### config.mk
export PLATFORM = sky130hd
export DESIGN_NAME = perf_counter_sampler_flat
export DESIGN_NICKNAME = d
export VERILOG_FILES = /design/src/rtl/perf_counter_sampler_if.sv /design/src/rtl/perf_counter_sampler.sv /design/src/flat_wrapper.sv
export SDC_FILE = /design/constraint.sdc
export NUM_CORES = 1
export LEC_CHECK = 0
export CAP_MARGIN = 20
export CORE_ASPECT_RATIO = 0.6
export CORE_MARGIN = 2
export CORE_UTILIZATION = 45
export CTS_CLUSTER_SIZE = 20
export DETAILED_ROUTE_END_ITERATION = 6
export SLEW_MARGIN = 25
export SYNTH_ARGS = -nofsm -noshare
export SYNTH_HDL_FRONTEND = slang
export SYNTH_SLANG_ARGS = --single-unit
### constraint.sdc
create_clock -name clock -period 2.8 [get_ports clock]
set_input_delay 0.56 -clock clock [delete_from_list [all_inputs] [get_ports clock]]
set_output_delay 0.56 -clock clock [all_outputs]
set_load 0.02 [all_outputs]
### src/rtl/perf_counter_sampler_if.sv
// ----------------------------------------------------------------------------
// perf_counter_sampler_if
// MMIO read bus between the snapshot sampler (host) and the counter block
// (device).
//   read_req    host -> dev  read request, held across consecutive indices
//   read_index  host -> dev  counter index being read
//   write_req   host -> dev  write request (the sampler never writes)
//   read_ack    dev  -> host acknowledge, may be combinational on read_req
//   read_data   dev  -> host read data, valid while read_ack=1
// ----------------------------------------------------------------------------
interface perf_counter_sampler_if #(
   parameter int unsigned INDEX_WIDTH = 4,
   parameter int unsigned WORD_WIDTH  = 32
) ();

   logic                   read_req;
   logic [INDEX_WIDTH-1:0] read_index;
   logic                   write_req;
   logic                   read_ack;
   logic [WORD_WIDTH-1:0]  read_data;

   modport master (
      output read_req,
      output read_index,
      output write_req,
      input  read_ack,
      input  read_data
   );

   modport slave (
      input  read_req,
      input  read_index,
      input  write_req,
      output read_ack,
      output read_data
   );

endinterface

### src/rtl/perf_counter_sampler.sv
// ----------------------------------------------------------------------------
// perf_counter_sampler
// On a sample request, sweeps counter indices 0..NUM_COUNTERS-1 over the MMIO
// read bus and captures every value into a local snapshot array. A read that
// is not acknowledged within TIMEOUT_CYCLES cycles is recorded as 0 and flags
// a sticky error for the sweep.
//   clock           positive-edge clock
//   reset           asynchronous active-low reset
//   enable          low freezes all state and gates read_req / done
//   sample_req      starts one sweep, accepted only in IDLE
//   busy            sweep in progress
//   done            one-cycle pulse at sweep completion
//   error           at least one read of the last sweep timed out
//   snapshot_valid  snapshot holds a complete sweep
//   snapshot_index  local readback select
//   snapshot_data   captured value at snapshot_index (0 when out of range)
//   mmio            MMIO read bus, host side
// ----------------------------------------------------------------------------
module perf_counter_sampler #(
   parameter int unsigned NUM_COUNTERS   = 13,
   parameter int unsigned WORD_WIDTH     = 32,   // TIA_WORD_WIDTH
   parameter int unsigned INDEX_WIDTH    = 4,
   parameter int unsigned TIMEOUT_CYCLES = 15
) (
   input  logic                   clock,
   input  logic                   reset,
   input  logic                   enable,
   input  logic                   sample_req,
   output logic                   busy,
   output logic                   done,
   output logic                   error,
   output logic                   snapshot_valid,
   input  logic [INDEX_WIDTH-1:0] snapshot_index,
   output logic [WORD_WIDTH-1:0]  snapshot_data,
   perf_counter_sampler_if.master mmio
);

   localparam int unsigned CNT_W = (TIMEOUT_CYCLES > 1) ? $clog2(TIMEOUT_CYCLES) : 1;

   localparam logic [1:0] S_IDLE    = 2'd0;
   localparam logic [1:0] S_REQUEST = 2'd1;
   localparam logic [1:0] S_DONE    = 2'd2;

   logic [1:0]             state, state_n;
   logic [INDEX_WIDTH-1:0] idx, idx_n;
   logic [CNT_W-1:0]       wcnt, wcnt_n;
   logic                   error_n;
   logic                   valid_n;
   logic                   cap_en;
   logic [WORD_WIDTH-1:0]  cap_data;
   logic                   timeout_c;
   logic                   last_c;

   logic [WORD_WIDTH-1:0]  snapshot [NUM_COUNTERS];

   assign timeout_c = (wcnt == CNT_W'(TIMEOUT_CYCLES - 1));
   assign last_c    = (idx == INDEX_WIDTH'(NUM_COUNTERS - 1));

   // State register
   always_ff @(posedge clock or negedge reset) begin
      if (!reset) begin
         state <= S_IDLE;
      end else begin
         state <= state_n;
      end
   end

   // Next-state and datapath control; enable=0 leaves every _n at its hold value
   always_comb begin
      state_n  = state;
      idx_n    = idx;
      wcnt_n   = wcnt;
      error_n  = error;
      valid_n  = snapshot_valid;
      cap_en   = 1'b0;
      cap_data = '0;
      if (enable) begin
         case (state)
            S_IDLE: begin
               if (sample_req) begin
                  state_n = S_REQUEST;
                  idx_n   = '0;
                  wcnt_n  = '0;
                  error_n = 1'b0;
                  valid_n = 1'b0;
               end
            end
            S_REQUEST: begin
               // An ack on the final wait cycle still wins over the timeout
               if (mmio.read_ack || timeout_c) begin
                  cap_en   = 1'b1;
                  cap_data = mmio.read_ack ? mmio.read_data : '0;
                  wcnt_n   = '0;
                  if (!mmio.read_ack) begin
                     error_n = 1'b1;
                  end
                  if (last_c) begin
                     state_n = S_DONE;
                  end else begin
                     idx_n = idx + INDEX_WIDTH'(1);
                  end
               end else begin
                  wcnt_n = wcnt + CNT_W'(1);
               end
            end
            S_DONE: begin
               valid_n = 1'b1;
               state_n = S_IDLE;
            end
            default: begin
               state_n = S_IDLE;
            end
         endcase
      end
   end

   // Sweep index, wait counter and status flags
   always_ff @(posedge clock or negedge reset) begin
      if (!reset) begin
         idx            <= '0;
         wcnt           <= '0;
         error          <= 1'b0;
         snapshot_valid <= 1'b0;
      end else begin
         idx            <= idx_n;
         wcnt           <= wcnt_n;
         error          <= error_n;
         snapshot_valid <= valid_n;
      end
   end

   // Snapshot storage, written at the current sweep index
   always_ff @(posedge clock or negedge reset) begin
      if (!reset) begin
         for (int i = 0; i < int'(NUM_COUNTERS); i++) begin
            snapshot[i] <= '0;
         end
      end else if (cap_en) begin
         for (int i = 0; i < int'(NUM_COUNTERS); i++) begin
            if (idx == INDEX_WIDTH'(i)) begin
               snapshot[i] <= cap_data;
            end
         end
      end
   end

   // Readback mux; unmatched (out-of-range) selects fall through to 0
   always_comb begin
      snapshot_data = '0;
      for (int i = 0; i < int'(NUM_COUNTERS); i++) begin
         if (snapshot_index == INDEX_WIDTH'(i)) begin
            snapshot_data = snapshot[i];
         end
      end
   end

   assign busy            = (state == S_REQUEST);
   assign done            = (state == S_DONE) && enable;
   assign mmio.read_req   = (state == S_REQUEST) && enable;
   assign mmio.read_index = (state == S_REQUEST) ? idx : '0;
   assign mmio.write_req  = 1'b0;

endmodule
### src/flat_wrapper.sv
// flat-port wrapper written by rule: the top's interface ports become plain ports
module perf_counter_sampler_flat 
#(
   parameter int unsigned NUM_COUNTERS   = 13,
   parameter int unsigned WORD_WIDTH     = 32,                    
   parameter int unsigned INDEX_WIDTH    = 4,
   parameter int unsigned TIMEOUT_CYCLES = 15
)
  (clock, reset, enable, sample_req, busy, done, error, snapshot_valid, snapshot_index, snapshot_data, mmio_read_req, mmio_read_index, mmio_write_req, mmio_read_ack, mmio_read_data);
  perf_counter_sampler_if #(.INDEX_WIDTH(INDEX_WIDTH), .WORD_WIDTH(WORD_WIDTH)) mmio_i ();
  input  logic clock;
  input  logic reset;
  input  logic enable;
  input  logic sample_req;
  output logic busy;
  output logic done;
  output logic error;
  output logic snapshot_valid;
  input  logic [INDEX_WIDTH-1:0] snapshot_index;
  output logic [WORD_WIDTH-1:0] snapshot_data;
  output wire logic [$bits(mmio_i.read_req)-1:0] mmio_read_req;
  output wire logic [$bits(mmio_i.read_index)-1:0] mmio_read_index;
  output wire logic [$bits(mmio_i.write_req)-1:0] mmio_write_req;
  input wire logic [$bits(mmio_i.read_ack)-1:0] mmio_read_ack;
  input wire logic [$bits(mmio_i.read_data)-1:0] mmio_read_data;
  assign mmio_read_req = mmio_i.read_req;
  assign mmio_read_index = mmio_i.read_index;
  assign mmio_write_req = mmio_i.write_req;
  assign mmio_i.read_ack = mmio_read_ack;
  assign mmio_i.read_data = mmio_read_data;
  perf_counter_sampler #(.NUM_COUNTERS(NUM_COUNTERS), .WORD_WIDTH(WORD_WIDTH), .INDEX_WIDTH(INDEX_WIDTH), .TIMEOUT_CYCLES(TIMEOUT_CYCLES)) u_core (.clock(clock), .reset(reset), .enable(enable), .sample_req(sample_req), .busy(busy), .done(done), .error(error), .snapshot_valid(snapshot_valid), .snapshot_index(snapshot_index), .snapshot_data(snapshot_data), .mmio(mmio_i));
endmodule
==> impl_results.md <==
- Total Routed Length: 66,780 um
- TritonCTS Buffers: 43
- Mux share of post-synthesis cell area: 9.136%
- Die height: 168.3 um
- Final hold vios: 0
- Row count: 60
- PD cells: 749.0 nW/um^2
- Nets@finish: 2,298
- CP required: 2.24 ns
- Post-DR wirelength/cell: 23.25 um
- Final worst path period need: 2.938 ns
- Commonest non-fill, non-tap cells in the layout: nand2_1, dfrtp_1, o21ai_0, buf_4, mux2_4
- Final setup fails: 13
- Crit path largest cell delay: 0.43 ns
- Clk Latency, worst-skew pair: 0.57 ns
- Slowest-stage cell, CP: a222oi_1
- Worst Skew: 0.03623 ns
- Via count: 16,864
- Worst Setup Start Kind: flip-flop
- Largest family of logic cells by synthesized area: compound AO/OA/AOI/OAI gates
- CTS clk-pin slew, worst paths: 0.07 ns
- Endpoint class of the critical path: output pin
- Fillers: 3,812
- Synth Area in Simple Gates: 14.56%
- VDD IR-drop max: 452.4 uV
- Ys async rst share: 100.0%
- CTS Sinks: 428
- Max Root-Sink Buffers: 3
- XOR/XNOR Fraction of Synth Area: 0.08654%
- # diodes: 0
- Share of cells above drive strength 1: 23.48%
- Critical path peak fanout: 2
- Most common cell after layout, fill and taps aside: nand2_1
- Final HPWL from detailed placement: 43,450 um
- Worst path cell trace: mux2_4 > a222oi_1 > buf_4 > o211ai_1 > nand3_1 > o21ai_1 > buf_4
- Initial antenna violation count: 1
- Period utilization: 104.9%
- Post-Synthesis Cell Area: 20,240 um^2
- Most Frequent Cell on Critical Path: buf_4
- Synth top area cells: dfrtp_1, o21ai_0, nand2_1, mux2_4, clkbuf_1
- Post-route ant nets: 0
- Pre-CTS WS: -1.208 ns
- Setup WS post-layout: -0.1376 ns
- Worst Hold Class: flip-flop to flip-flop
- LEAKAGE: 0.01144 uW
- Initial core utilization: 45.39%
- Largest net degree at the start of global routing: 66
- Starting DRC count in detailed routing: 2,094
- Core area: 44,590 um^2
- Post-synthesis cell type count: 66
- Failing checks: setup timing
- CTS root buf: clkbuf_16
- RSZ-0062 raised after global routing: yes
- H-tree Lvls: 2
- Register area: 10,710 um^2
- Total global routing overflow: 0
- Area occupied by multi-input gates: 9128 um^2
- Syn avg cell area: 9.666 um^2
- CTS tree: yes
- Seq/Total Area, Yosys: 52.91%
- Post-route setup TNS: -0.6026 ns
- Cell accounting for the most synthesized area: dfrtp_1
- Die X: 277.8 um
- GP Congestion: 0.8791
- # IOs: 83
- Worst slew pin tran: 0.5672 ns
- All-layer global routing usage: 28.59%
- Iteration count of the initial detailed-routing pass: 5
- Post-synth net total: 2,141
- Residual DRC: 0
- Crit path DAT: 2.38 ns
- Outcome: finished, violations left
- Synth Flop Type: dfrtp_1
- Number of pins with negative max-slew slack in the final report: 0
- Flop and latch count out of synthesis: 428
- First-pass GRT wire length: 101,900 um
- MaxCap Viol Count: 0
- Syn Inst Count: 2,094
- Top cell type's share of synthesized area: 52.91%
- Layout area overhead: 25.41%
- Critical path class: flip-flop to output pin
- Warnings from Yosys: 0
- Vias in the first global route: 16,273
- Buffers on Ports: 81
- Number of synthesized flops with an enable pin: 0
- Worst slew margin: 62.02%
- Total power: 19,010 uW
- Via density per instance: 5.872
- Fmax: 340.4 MHz
- Die Area: 46,750 um^2
- Post-Synth Adder-Cell Area: 0.3709%
- Compound-Gate Fraction of Synth Area: 18.42%
-- where the power goes --
part           switching, uW  internal [uW]
combinational           2390           1920
sequential               959           7610
clock                   2540           3590
-- critical path, delay by kind of cell (launching register included) --
family                 cells  cell delay, ns
AO/OA/AOI/OAI              3            0.62
flip-flops                 1            0.38
AND/OR/NAND/NOR            1            0.17
multiplexers               1            0.28
buffers and inverters      2            0.36
-- cell type report --
cell class,count,area share [%]
Clock buffer,59,4.914
Clock inverter,18,0.9513
Inverter,11,0.1627
Multi-Input combinational cell,1465,35.96
Sequential cell,428,42.20
Tap cell,589,2.903
Timing Repair Buffer,302,12.91
-- cell usage after synthesis (all sizes together) (5+ instances only) --
cell type  count
o2111ai        5
a222oi         5
o32ai         16
nor3          23
buf           58
mux2i         43
and3           5
a21oi         64
inv           10
o211ai        13
a32oi          5
a211o         16
ha             6
a31oi         18
nand2        436
nand4b         6
o21ai        416
mux2         102
nor2          58
nor2b         13
a2bb2oi        5
nand3         20
or3           17
a211oi        20
or4           15
dfrtp        428
and2          40
clkbuf       132
nor3b          8
nand2b         6
o22ai         36
-- cells by family (layout without fill, tap and decap cells) --
group / count (synthesis) / in the layout
DFF: 428 / 428
other: 1 / 1
and+or+nand+nor: 659 / 659
buffers and inverters: 201 / 390
muxes: 147 / 147
xor gates and xnor gates: 2 / 2
AOI/OAI and AO/OA: 650 / 650
adders and majority gates: 6 / 6
-- what timing repair did --
item / 4_1_cts / 5_1_grt
setup buffers: 17 / 7
setup endpoints to repair: 35 / 36
resized for setup: 235 / 73
gates cloned: 6 / 1
endpoints found under the hold margin: 49 / 0
hold buffers: 1 / 0
pin swaps: 34 / 31
-- stage by stage --
| stage | instances | cell area (um^2) | utilization (%) | hold slack, ns |
|---|---|---|---|---|
| floorplan | 2094 | 20240 | - | 0.2644 |
| global placement | 2767 | 22910 | 51.38 | 0.4542 |
| detailed placement | 2767 | 22910 | 51.38 | 0.4632 |
| CTS | 2867 | 25010 | 56.08 | 0.4776 |
| global route | 2872 | 25380 | 56.92 | 0.4966 |
| finish | 2872 | 25380 | 56.92 | 0.4733 |
-- registers in the layout, indices dropped and copies added (netlist names) --
| register | count |
|---|---|
| u_core.idx | 4 |
| u_core.wcnt | 4 |
| u_core.error | 1 |
| u_core.state | 2 |
| u_core.snapshot_valid | 1 |
| u_core.snapshot | 416 |
-- metal layers --
metal | part of all wire (%) | vias to the layer above | global-route usage (%)
li1 | - | 7650 | -
met1 | 48 | 8439 | 43.58
met2 | 41 | 674 | 39.77
met3 | 8.9 | 101 | 7.744
met4 | 2.2 | 0 | 7.474
met5 | 0 | - | 0
-- worst paths after layout --
check	startpoint	endpoint	slack [ns]	cells past startpoint
worst min-delay path	u_core.snapshot[237]$_DFFE_PN0P_	u_core.snapshot[237]$_DFFE_PN0P_	0.47	2
worst max-delay path	u_core.snapshot[342]$_DFFE_PN0P_	snapshot_data[22]	-0.14	7
worst min register to register	u_core.snapshot[237]$_DFFE_PN0P_	u_core.snapshot[237]$_DFFE_PN0P_	0.47	2
max in group asynchronous	reset	u_core.snapshot[316]$_DFFE_PN0P_	1.40	4
min in group asynchronous	reset	u_core.snapshot[74]$_DFFE_PN0P_	0.53	2
worst max register to register	u_core.state[0]$_DFFE_PN0P_	u_core.snapshot[271]$_DFFE_PN0P_	0.48	6
(Power assumes the default switching activity.)
